==> config.mk <==
export PLATFORM = sky130hd
export DESIGN_NAME = alu_seq
export DESIGN_NICKNAME = d
export VERILOG_FILES = /design/src/rtl/alu_pkg.sv /design/src/rtl/alu_mul_iter.sv /design/src/rtl/alu_seq.sv
export SDC_FILE = /design/constraint.sdc
export NUM_CORES = 1
export LEC_CHECK = 0
export ABC_AREA = 0
export CORE_ASPECT_RATIO = 0.75
export CORE_MARGIN = 1
export CORE_UTILIZATION = 56
export CTS_BUF_LIST = sky130_fd_sc_hd__clkbuf_2 sky130_fd_sc_hd__clkbuf_4 sky130_fd_sc_hd__clkbuf_8
export CTS_CLUSTER_DIAMETER = 80
export DETAILED_ROUTE_END_ITERATION = 7
export GPL_TIMING_DRIVEN = 0
export PLACE_DENSITY_LB_ADDON = 0.1
export SLEW_MARGIN = 20
export SYNTH_ARGS = -nofsm -noshare
export SYNTH_HDL_FRONTEND = slang
export SYNTH_SLANG_ARGS = --single-unit
==> constraint.sdc <==
create_clock -name clk -period 4.9 [get_ports clk]
set_input_delay 0.98 -clock clk [delete_from_list [all_inputs] [get_ports clk]]
set_output_delay 0.98 -clock clk [all_outputs]
set_load 0.1 [all_outputs]
==> src/rtl/alu_pkg.sv <==
// alu_pkg: opcodes and handshake states shared by the sequential ALU.
package alu_pkg;
    localparam logic [2:0] OP_ADD   = 3'd0;
    localparam logic [2:0] OP_ADDSH = 3'd1;
    localparam logic [2:0] OP_MAX   = 3'd2;
    localparam logic [2:0] OP_TRI   = 3'd3;
    localparam logic [2:0] OP_AND   = 3'd4;
    localparam logic [2:0] OP_OR    = 3'd5;
    localparam logic [2:0] OP_NOT   = 3'd6;
    localparam logic [2:0] OP_MUL   = 3'd7;
    typedef enum logic [1:0] {IDLE, BUSY, DONE} state_t;
endpackage

==> src/rtl/alu_mul_iter.sv <==
// alu_mul_iter: signed shift-add multiplier, one partial product per clock.
// Step 0 runs on the start edge; o_done flags the cycle whose step is the last.
module alu_mul_iter #(
    parameter int WIDTH = 16
) (
    input  logic               clk,
    input  logic               rst_n,
    input  logic               i_start,
    input  logic [WIDTH-1:0]   i_m,
    input  logic [WIDTH-1:0]   i_n,
    output logic               o_done,
    output logic [2*WIDTH-1:0] o_prod
);
    localparam int CW = $clog2(WIDTH);
    logic [WIDTH:0]   r_a, w_a_in, w_pp, w_sum, w_a_nx;
    logic [WIDTH-1:0] r_q, r_m, w_q_in, w_m_in, w_q_nx;
    logic [CW-1:0]    r_cnt;
    assign o_done = !i_start && r_cnt == CW'(1);
    assign o_prod = {w_a_nx[WIDTH-1:0], w_q_nx};
    // The multiplier's sign bit carries weight -2^(WIDTH-1), so the last partial product is subtracted.
    always_comb begin
        w_a_in = i_start ? '0 : r_a;
        w_q_in = i_start ? i_n : r_q;
        w_m_in = i_start ? i_m : r_m;
        w_pp   = w_q_in[0] ? {w_m_in[WIDTH-1], w_m_in} : '0;
        w_sum  = o_done ? w_a_in - w_pp : w_a_in + w_pp;
        w_a_nx = {w_sum[WIDTH], w_sum[WIDTH:1]};
        w_q_nx = {w_sum[0], w_q_in[WIDTH-1:1]};
    end
    always_ff @(posedge clk or negedge rst_n) begin
        if (!rst_n) begin
            r_a   <= '0;
            r_q   <= '0;
            r_m   <= '0;
            r_cnt <= '0;
        end else if (i_start) begin
            r_a   <= w_a_nx;
            r_q   <= w_q_nx;
            r_m   <= i_m;
            r_cnt <= CW'(WIDTH - 1);
        end else if (r_cnt != '0) begin
            r_a   <= w_a_nx;
            r_q   <= w_q_nx;
            r_cnt <= r_cnt - CW'(1);
        end
    end
endmodule

==> src/rtl/alu_seq.sv <==
// alu_seq: registered ALU with valid/ready handshake, carry/overflow flags
// and an optional iterative signed multiply; one op in flight.
module alu_seq import alu_pkg::*; #(
    parameter int WIDTH  = 16,
    parameter bit MUL_EN = 1'b1
) (
    input  logic             clk,
    input  logic             rst_n,
    input  logic             in_valid,
    output logic             in_ready,
    input  logic [WIDTH-1:0] inM,
    input  logic [WIDTH-1:0] inN,
    input  logic             inC,
    input  logic [2:0]       opc,
    output logic             out_valid,
    input  logic             out_ready,
    output logic [WIDTH-1:0] outF,
    output logic             neg,
    output logic             zer,
    output logic             cry,
    output logic             ovf
);
    state_t             r_state, w_state_nx;
    logic [WIDTH-1:0]   r_f, w_f, w_b, w_res;
    logic               r_neg, r_zer, r_cry, r_ovf;
    logic               w_cry, w_ovf, w_res_cry, w_res_ovf, w_mov;
    logic               w_acc, w_mul, w_mdone, w_load;
    logic [WIDTH:0]     w_sum;
    logic [WIDTH+1:0]   w_tri;
    logic [2:0]         w_th;
    logic [2*WIDTH-1:0] w_prod;
    assign in_ready  = r_state == IDLE || (r_state == DONE && out_ready);
    assign out_valid = r_state == DONE;
    assign w_acc     = in_valid && in_ready;
    assign w_mul     = MUL_EN && opc == OP_MUL;
    assign w_load    = (w_acc && !w_mul) || (r_state == BUSY && w_mdone);
    assign {outF, neg, zer, cry, ovf} = {r_f, r_neg, r_zer, r_cry, r_ovf};
    alu_mul_iter #(.WIDTH(WIDTH)) u_mul (
        .clk     (clk),
        .rst_n   (rst_n),
        .i_start (w_acc && w_mul),
        .i_m     (inM),
        .i_n     (inN),
        .o_done  (w_mdone),
        .o_prod  (w_prod)
    );
    assign w_b   = opc == OP_ADDSH ? {inN[WIDTH-1], inN[WIDTH-1:1]} : inN;
    assign w_sum = {1'b0, inM} + {1'b0, w_b} + (WIDTH+1)'(inC && opc == OP_ADD);
    assign w_tri = {2'b00, inM} + {1'b0, inM, 1'b0};
    // Top bits of the signed 3*M: remove the 3*2^WIDTH the unsigned view adds for negative M.
    assign w_th  = w_tri[WIDTH+1:WIDTH-1] - (inM[WIDTH-1] ? 3'd6 : 3'd0);
    assign w_mov = w_prod[2*WIDTH-1:WIDTH] != {WIDTH{w_prod[WIDTH-1]}};
    always_comb begin
        w_f   = '0;
        w_cry = 1'b0;
        w_ovf = 1'b0;
        case (opc)
            OP_ADD, OP_ADDSH: begin
                w_f   = w_sum[WIDTH-1:0];
                w_cry = w_sum[WIDTH];
                w_ovf = inM[WIDTH-1] == w_b[WIDTH-1] && w_sum[WIDTH-1] != inM[WIDTH-1];
            end
            OP_MAX: w_f = $signed(inM) > $signed(inN) ? inM : inN;
            OP_TRI: begin
                w_f   = w_tri[WIDTH-1:0];
                w_cry = |w_tri[WIDTH+1:WIDTH];
                w_ovf = w_th != 3'b000 && w_th != 3'b111;
            end
            OP_AND: w_f = inM & inN;
            OP_OR:  w_f = inM | inN;
            OP_NOT: w_f = ~inM;
            default: ;
        endcase
    end
    assign w_res     = r_state == BUSY ? w_prod[WIDTH-1:0] : w_f;
    assign w_res_cry = r_state == BUSY ? 1'b0 : w_cry;
    assign w_res_ovf = r_state == BUSY ? w_mov : w_ovf;
    always_comb begin
        w_state_nx = r_state;
        if (w_acc)
            w_state_nx = w_mul ? BUSY : DONE;
        else if (r_state == BUSY && w_mdone)
            w_state_nx = DONE;
        else if (r_state == DONE && out_ready)
            w_state_nx = IDLE;
    end
    always_ff @(posedge clk or negedge rst_n) begin
        if (!rst_n)
            r_state <= IDLE;
        else
            r_state <= w_state_nx;
    end
    always_ff @(posedge clk or negedge rst_n) begin
        if (!rst_n) begin
            r_f   <= '0;
            r_neg <= 1'b0;
            r_zer <= 1'b0;
            r_cry <= 1'b0;
            r_ovf <= 1'b0;
        end else if (w_load) begin
            r_f   <= w_res;
            r_neg <= w_res[WIDTH-1];
            r_zer <= w_res == '0;
            r_cry <= w_res_cry;
            r_ovf <= w_res_ovf;
        end
    end
endmodule

== Word-level counts from Yosys, hierarchy flattened ==
Index checks and enable logic that the tools add are counted.

* Add/sub/neg operators: 7
* Multipliers: 0
* Divide/modulo/power cells: 0
* Magnitude comparators: 1
* Equal/unequal tests: 14
* Shifts and indexed selects: 0
* Multiplexer cells: 24
* Bitwise operators: 3
* Reduce and logical (&&, ||, !) cells: 22

{| class="wikitable"
|+ Operators by type and width
! cell !! count
|-
| $mux 16 || 6
|-
| $pmux 16 s6 || 1
|-
| $mux 17 || 5
|-
| $add 16x17->18 || 1
|-
| $add 16x16->17 || 1
|-
| $add 17x1->17 || 1
|-
| $add 17x17->17 || 1
|-
| $sub 17x17->17 || 1
|-
| $and 16x16->16 || 1
|-
| $gt 16x16->1 || 1
|-
| $logic_not 16->1 || 1
|-
| $ne 16x16->1 || 1
|-
| $not 16->16 || 1
|-
| $or 16x16->16 || 1
|-
| $mux 15 || 1
|-
| $eq 3x3->1 const B || 4
|-
| $logic_and 1x1->1 || 9
|-
| $mux 2 || 4
|-
| $mux 4 || 2
|-
| $eq 3x2->1 const B || 2
|-
| $reduce_bool 3->1 || 2
|-
| $eq 4x1->1 const B || 1
|-
| $pmux 1 s2 || 2
|-
| $reduce_bool 4->1 || 1
|-
| 16 further kinds || 20
|}

* Bits in registers: 75
* Bits in latches: 0
* RAM bits: 0
* Bits in read-only memories: 0
* Input bits: 40
* Logic and storage cells: 81
* Memories kept: 0

== Logic depth before layout (Yosys ltp) ==
* Word-level depth: 11
* Depth in mapped cells: 25
* Depth with buffers taken out: 22

== Hierarchy ==
From an unflattened synthesis, not the netlist that was laid out.

* Cells, all modules: 991
* Area total of the unflattened synthesis: 8,274.2 µm²

{| class="wikitable"
|+ Modules (own cells, without submodules)
! module !! times used !! cells each !! area each (µm²) !! seq. area each (µm²)
|-
| alu_seq || 1 || 622 || 4,569.4 || 525.5
|-
| alu_mul_iter || 1 || 369 || 3,704.8 || 1,301.2
|}

== Worst setup path after synthesis ==
Ideal clock, no wire load.

* Kind: in2reg
* Start point: in out_ready
* End point: reg r_ovf (netlist: ovf)
* Data arrival time: 6,871 ps
* Required time: 4,771 ps
* Path slack: -2,101 ps
* Cell stages on the path: 24
* Buffers on the path: 3
* Path through: nor2b_1 -> nor2_1 -> nand3_1 -> clkbuf_1 -> buf_1 -> clkbuf_1 -> nor3_1 -> a31oi_1 -> ha_1 -> nor2_1 -> a21oi_1 -> inv_1 -> ha_1 -> nor2b_1 -> o31a_1 -> o41ai_1 -> o21ai_0 -> o41ai_1 -> o21bai_1 -> a21oi_1 -> xor2_1 -> or4_1 -> mux2i_1 -> a21oi_1

* Longest elaborated chain between the ends: 10

{| class="wikitable"
|+ Ends and longest elaborated chain
! item !! RTL line !! RTL
|-
| start, declared || alu_seq.sv:16 || <nowiki>input logic out_ready,</nowiki>
|-
| $logic_and 1x1->1 (*) || alu_seq.sv:32 || <nowiki>assign in_ready = r_state == IDLE || (r_state == DONE && out_ready);</nowiki>
|-
| $logic_or 1x1->1 (*) || alu_seq.sv:32 ||
|-
| via in_ready || alu_seq.sv:10 || <nowiki>output logic in_ready,</nowiki>
|-
| $logic_and 1x1->1 (*) || alu_seq.sv:34 || <nowiki>assign w_acc = in_valid && in_ready;</nowiki>
|-
| $logic_and 1x1->1 || alu_seq.sv:41 || <nowiki>.i_start (w_acc && w_mul),</nowiki>
|-
| $mux 16 (on tied branches) || alu_mul_iter.sv:24, alu_mul_iter.sv:23 ||
|-
| $mux 17 || alu_mul_iter.sv:25 || <nowiki>w_pp = w_q_in[0] ? {w_m_in[WIDTH-1], w_m_in} : '0;</nowiki>
|-
| $add 17x17->17 or $sub 17x17->17 (tied branches) || alu_mul_iter.sv:26 || <nowiki>w_sum = o_done ? w_a_in - w_pp : w_a_in + w_pp;</nowiki>
|-
| $mux 17 || alu_mul_iter.sv:26 ||
|-
| $ne 16x16->1 || alu_seq.sv:52 || <nowiki>assign w_mov = w_prod[2*WIDTH-1:WIDTH] != {WIDTH{w_prod[WIDTH-1]}};</nowiki>
|-
| $mux 1 || alu_seq.sv:77 || <nowiki>assign w_res_ovf = r_state == BUSY ? w_mov : w_ovf;</nowiki>
|-
| end signal, assigned || alu_seq.sv:105 || <nowiki>r_ovf <= w_res_ovf;</nowiki>
|-
| end, declared || alu_seq.sv:25 || <nowiki>logic r_neg, r_zer, r_cry, r_ovf;</nowiki>
|}

Mark *: on every way through the listed nets, which the timed path passes. The rest lies on a longest branch.
A chain may end at the register's enable or synchronous reset.

== Final worst setup path ==
* Start point: in opc[1]
* End point: reg r_ovf (netlist: ovf)

* Longest elaborated chain between the ends: 8

{| class="wikitable"
|+ Ends and longest elaborated chain
! item !! RTL line !! RTL
|-
| start, declared || alu_seq.sv:14 || <nowiki>input logic [2:0] opc,</nowiki>
|-
| $eq 3x1->1 or $eq 3x3->1 (tied branches) || alu_seq.sv:47, alu_seq.sv:57, alu_seq.sv:35 ||
|-
| $mux 15 or $logic_and 1x1->1 (tied branches) || alu_seq.sv:47, alu_seq.sv:41 ||
|-
| $add 16x16->17, or another cell as far along || alu_seq.sv:48 || <nowiki>assign w_sum = {1'b0, inM} + {1'b0, w_b} + (WIDTH+1)'(inC && opc == OP_ADD);</nowiki>
|-
| $add 17x1->17 or $mux 17 (tied branches) || alu_seq.sv:48, alu_mul_iter.sv:25 ||
|-
| $ne 1x1->1, or another cell as far along || alu_seq.sv:61 || <nowiki>w_ovf = inM[WIDTH-1] == w_b[WIDTH-1] && w_sum[WIDTH-1] != inM[WIDTH-1];</nowiki>
|-
| $logic_and 1x1->1 or $mux 17 (tied branches) || alu_seq.sv:61, alu_mul_iter.sv:26 ||
|-
| $pmux 1 s2 or $ne 16x16->1 (tied branches) || alu_seq.sv:57, alu_seq.sv:52 ||
|-
| $mux 1 || alu_seq.sv:77 ||
|}

Several ways; a longest one is shown, not always the timed one.

==> results.py <==
metrics = {
    "detailed_routing": {
        "totalWireLength_um": 27230,
        "vias": 8674,
        "drc": 0,
        "drt_first_pass_iters": 5,
        "drtAntennaViolNets": 0,
        "drt-initial-drc-count": 1015,
        "wire_per_inst_um": 19.93,
        "avgViaCountPerCell": 6.350,
    },
    "synthesis": {
        "synth_most_common_cell": "nand2_1",
        "async_flop_share": 1.000,
        "synthMuxAreaShare": 0.04542,
        "syn_inst": 1062,
        "synth_compound_area_frac": 0.2554,
        "synth_top_area_frac": 0.2225,
        "synth.cell_area_um2": 8209,
        "yosys_most_used_dff": "dfrtp_1",
        "syn_area_per_cell_um2": 7.730,
        "ys_types": 76,
        "synth_seq_cells": 73,
        "synth_fa_ha_area_frac": 0.1622,
        "syn-num-nets": 1206,
        "synthSimpleGateAreaFrac": 0.2044,
        "yosysTopAreaCell": "dfrtp_1",
        "synth-seq-area-share": 0.2225,
        "synthXorXnorAreaFrac": 0.06188,
        "synth_top_family_by_area": "compound AO/OA/AOI/OAI gates",
        "synth-edff-count": 0,
        "ys_top_cells_by_area": "dfrtp_1, ha_1, o21ai_0",
        "ys_warn_count": 0,
        "yosys-top-cells-count": "nand2_1, o21ai_0, ha_1",
    },
    "sta": {
        "fmax_mhz": 200.5,
        "finalMaxSlewViolations": 0,
        "setup_viol": 1,
        "finalWorstPathRequiredPeriod_ns": 4.986,
        "finalSetupTns_ns": -0.08643,
        "slew_headroom": 0.3498,
        "min_period_over_period": 1.018,
        "holdWs_ns": 0.4705,
        "clock_skew_ns": 0.02228,
        "setup_slack_ns": -0.08643,
        "tightestPinTransition_ns": 0.9722,
        "hold_viol_final": 0,
        "grt_setup_unrepaired": "yes",
    },
    "place": {
        "place_area_um2": 9190,
        "port_buffers": 61,
        "dp_hpwl_um": 20810,
        "pre_cts_slack_ns": -2.472,
        "place.gp.congestion": 0.9639,
    },
    "power": {
        "cellLeakagePower_nw": 4.341,
        "cellPowerDensity_nw_per_um2": 767.7,
        "p_total_mw": 7.730,
        "ir_worst_vdd_mv": 0.7144,
    },
    "clock_tree": {
        "cts_tree": "done",
        "cts-root-buf": "clkbuf_8",
        "cts.sinks": 73,
        "cts.htree.levels": 3,
        "clk_latency_ns": 0.39,
        "cts_inserted_buffers": 9,
        "cts_hold_buf": 0,
        "path_clk_slew_ns": 0.09,
        "clockBufferDepth": 2,
    },
    "layout": {
        "final_nets": 1309,
        "fin_area_um2": 10070,
        "syn2layout_area_growth_pct": 22.65,
        "n_fill_cell": 1143,
        "final_layout_size_suffix_gt1_frac": 0.1282,
    },
    "critical_path": {
        "r2r_cells": 20,
        "critical_path_required_ns": 5.16,
        "crit_type": "input port to flip-flop",
        "critPathCaptureType": "flip-flop",
        "worstPathArrival_ns": 5.24,
        "crit_fanout": 7,
        "cp-start-kind": "input port",
    },
    "floorplanning": {
        "row_count": 37,
        "die_w_um": 141.8,
        "coreArea_um2": 14030,
        "fp.dieH_um": 106.9,
        "start_util": 0.5852,
        "ios": 62,
        "dieArea_um2": 15150,
    },
    "worst_hold_path": {
        "holdCritPathClass": "flip-flop to flip-flop",
        "hold_path_depth": 2,
    },
    "job": {
        "drv_cap": 0,
    },
    "global_route": {
        "grt_pass1_vias": 8068,
        "grt_use_total": 0.3685,
        "grt_pass1_wl_um": 42980,
        "antenna_found_initial": 0,
        "grt_max_degree": 44,
        "grt_overflow": 0,
    },
    "status": {
        "outcome": "complete, but fails checks",
        "violations": "negative setup slack",
    },
}
where the power goes:
part           total [mW]  internal, mW  switching (mW)
Clock               0.615         0.347           0.268
Combinational        5.93          2.38            3.56
Sequential           1.18         0.953           0.231
Total                7.73          3.68            4.05
cell families (layout without fill, tap and decap cells):
logic type / count (synthesis) / after routing
buffers and inverters: 99 / 207
other: 0 / 1
XOR/XNOR: 58 / 58
AO/OA/AOI/OAI: 332 / 332
adder cells (fa/ha/maj): 104 / 104
multiplexers: 37 / 37
AND/OR/NAND/NOR: 359 / 359
flip-flops: 73 / 73
sequential cells by signal, summed over array words and instances, names as in the netlist:
signal,flops
cry,1
u_mul.r_q,16
ovf,1
outF,16
zer,1
u_mul.r_cnt,4
r_state,2
u_mul.r_a,16
u_mul.r_m,16
through the flow:
step,utilization,std cells
4_1_cts,0.7076,1362
6_report,0.7178,1366
3_3_place_gp,0.6539,1318
5_1_grt,0.7176,1365
2_1_floorplan,-,1062
3_5_place_dp,0.6552,1319
critical path, stage by stage:
cell and delay, ns:
buf_6 0.07, buf_6 0.11, nand3_4 0.13, nor4b_4 0.36, buf_6 0.18, buf_12 0.13, nand3_4 0.08, o21ai_4 0.12
inv_2 0.07, ha_4 0.19, nor2_4 0.08, xnor2_1 0.13, o21ai_2 0.10, ha_1 0.34, nor2b_4 0.15, o31ai_2 0.21
buf_4 0.18, a21oi_4 0.06, buf_4 0.14, a21oi_1 0.17, xnor2_1 0.21, nand2_1 0.09, nor4_1 0.45, nand4_1 0.19
a21oi_1 0.23, a21oi_1 0.09
cells in the final DEF, fill, tap and decap left out, types with 5 or more instances in the layout:
cell type,netlist,layout
nor2_1,86,80
and2_1,7,7
o221ai_1,11,10
nand2_1,146,145
a21oi_1,61,53
buf_4,3,38
o21a_1,9,9
o21ai_1,6,8
o21bai_1,7,7
buf_6,1,6
clkbuf_1,35,25
clkbuf_8,0,10
a21o_1,12,12
nand2b_1,8,8
dfrtp_1,73,73
a22oi_1,6,6
dlygate4sd2_1,0,5
xnor2_1,38,38
a21oi_2,2,9
o22ai_1,15,15
nand4_1,5,5
xor2_1,20,20
nor2b_1,28,25
nand3_1,27,24
clkdlybuf4s50_1,0,45
a31oi_1,13,11
ha_1,100,97
mux2i_1,35,34
inv_1,52,51
o21ai_0,121,113
nor3_1,23,22
o211ai_1,7,7
o31ai_1,9,7
per-layer routing:
| layer | up-vias | wire [um] | track usage |
|---|---|---|---|
| li1 | 4019 | - | - |
| met1 | 4118 | 12210 | 0.5289 |
| met2 | 483 | 11290 | 0.5369 |
| met3 | 54 | 3233 | 0.1081 |
| met4 | 0 | 493 | 0.09293 |
| met5 | - | 0 | 0 |
cell type report:
class	instances	area (um2)	share of cell area
plain buffers	44	301.5	0.02995
clock inverters	6	115.1	0.01143
flip-flops and latches	73	1827	0.1814
multi-input cells	890	6385	0.6341
well taps	195	244.0	0.02423
diodes	1	2.502	0.0002485
inverters	52	195.2	0.01939
clock buffers	10	131.4	0.01305
repair buffers	95	867.1	0.08612
final timing paths:
check / startpoint / to / slack [ns]
hold reg to reg: u_mul.r_a[8] / u_mul.r_a[8] / 0.47
setup / recovery: opc[1] / ovf / -0.09
min in group asynchronous: rst_n / u_mul.r_m[12] / 0.55
max in group asynchronous: rst_n / u_mul.r_q[0] / 3.76
hold / removal: u_mul.r_a[8] / u_mul.r_a[8] / 0.47
setup reg to reg: u_mul.r_q[0] / ovf / 0.12
what timing repair did:
item	4_1_cts	5_1_grt
resized for setup	101	34
buffers inserted	29	4
endpoints found under the setup margin	25	4
pin swaps	30	7
Power figures use the tool's default switching activity.
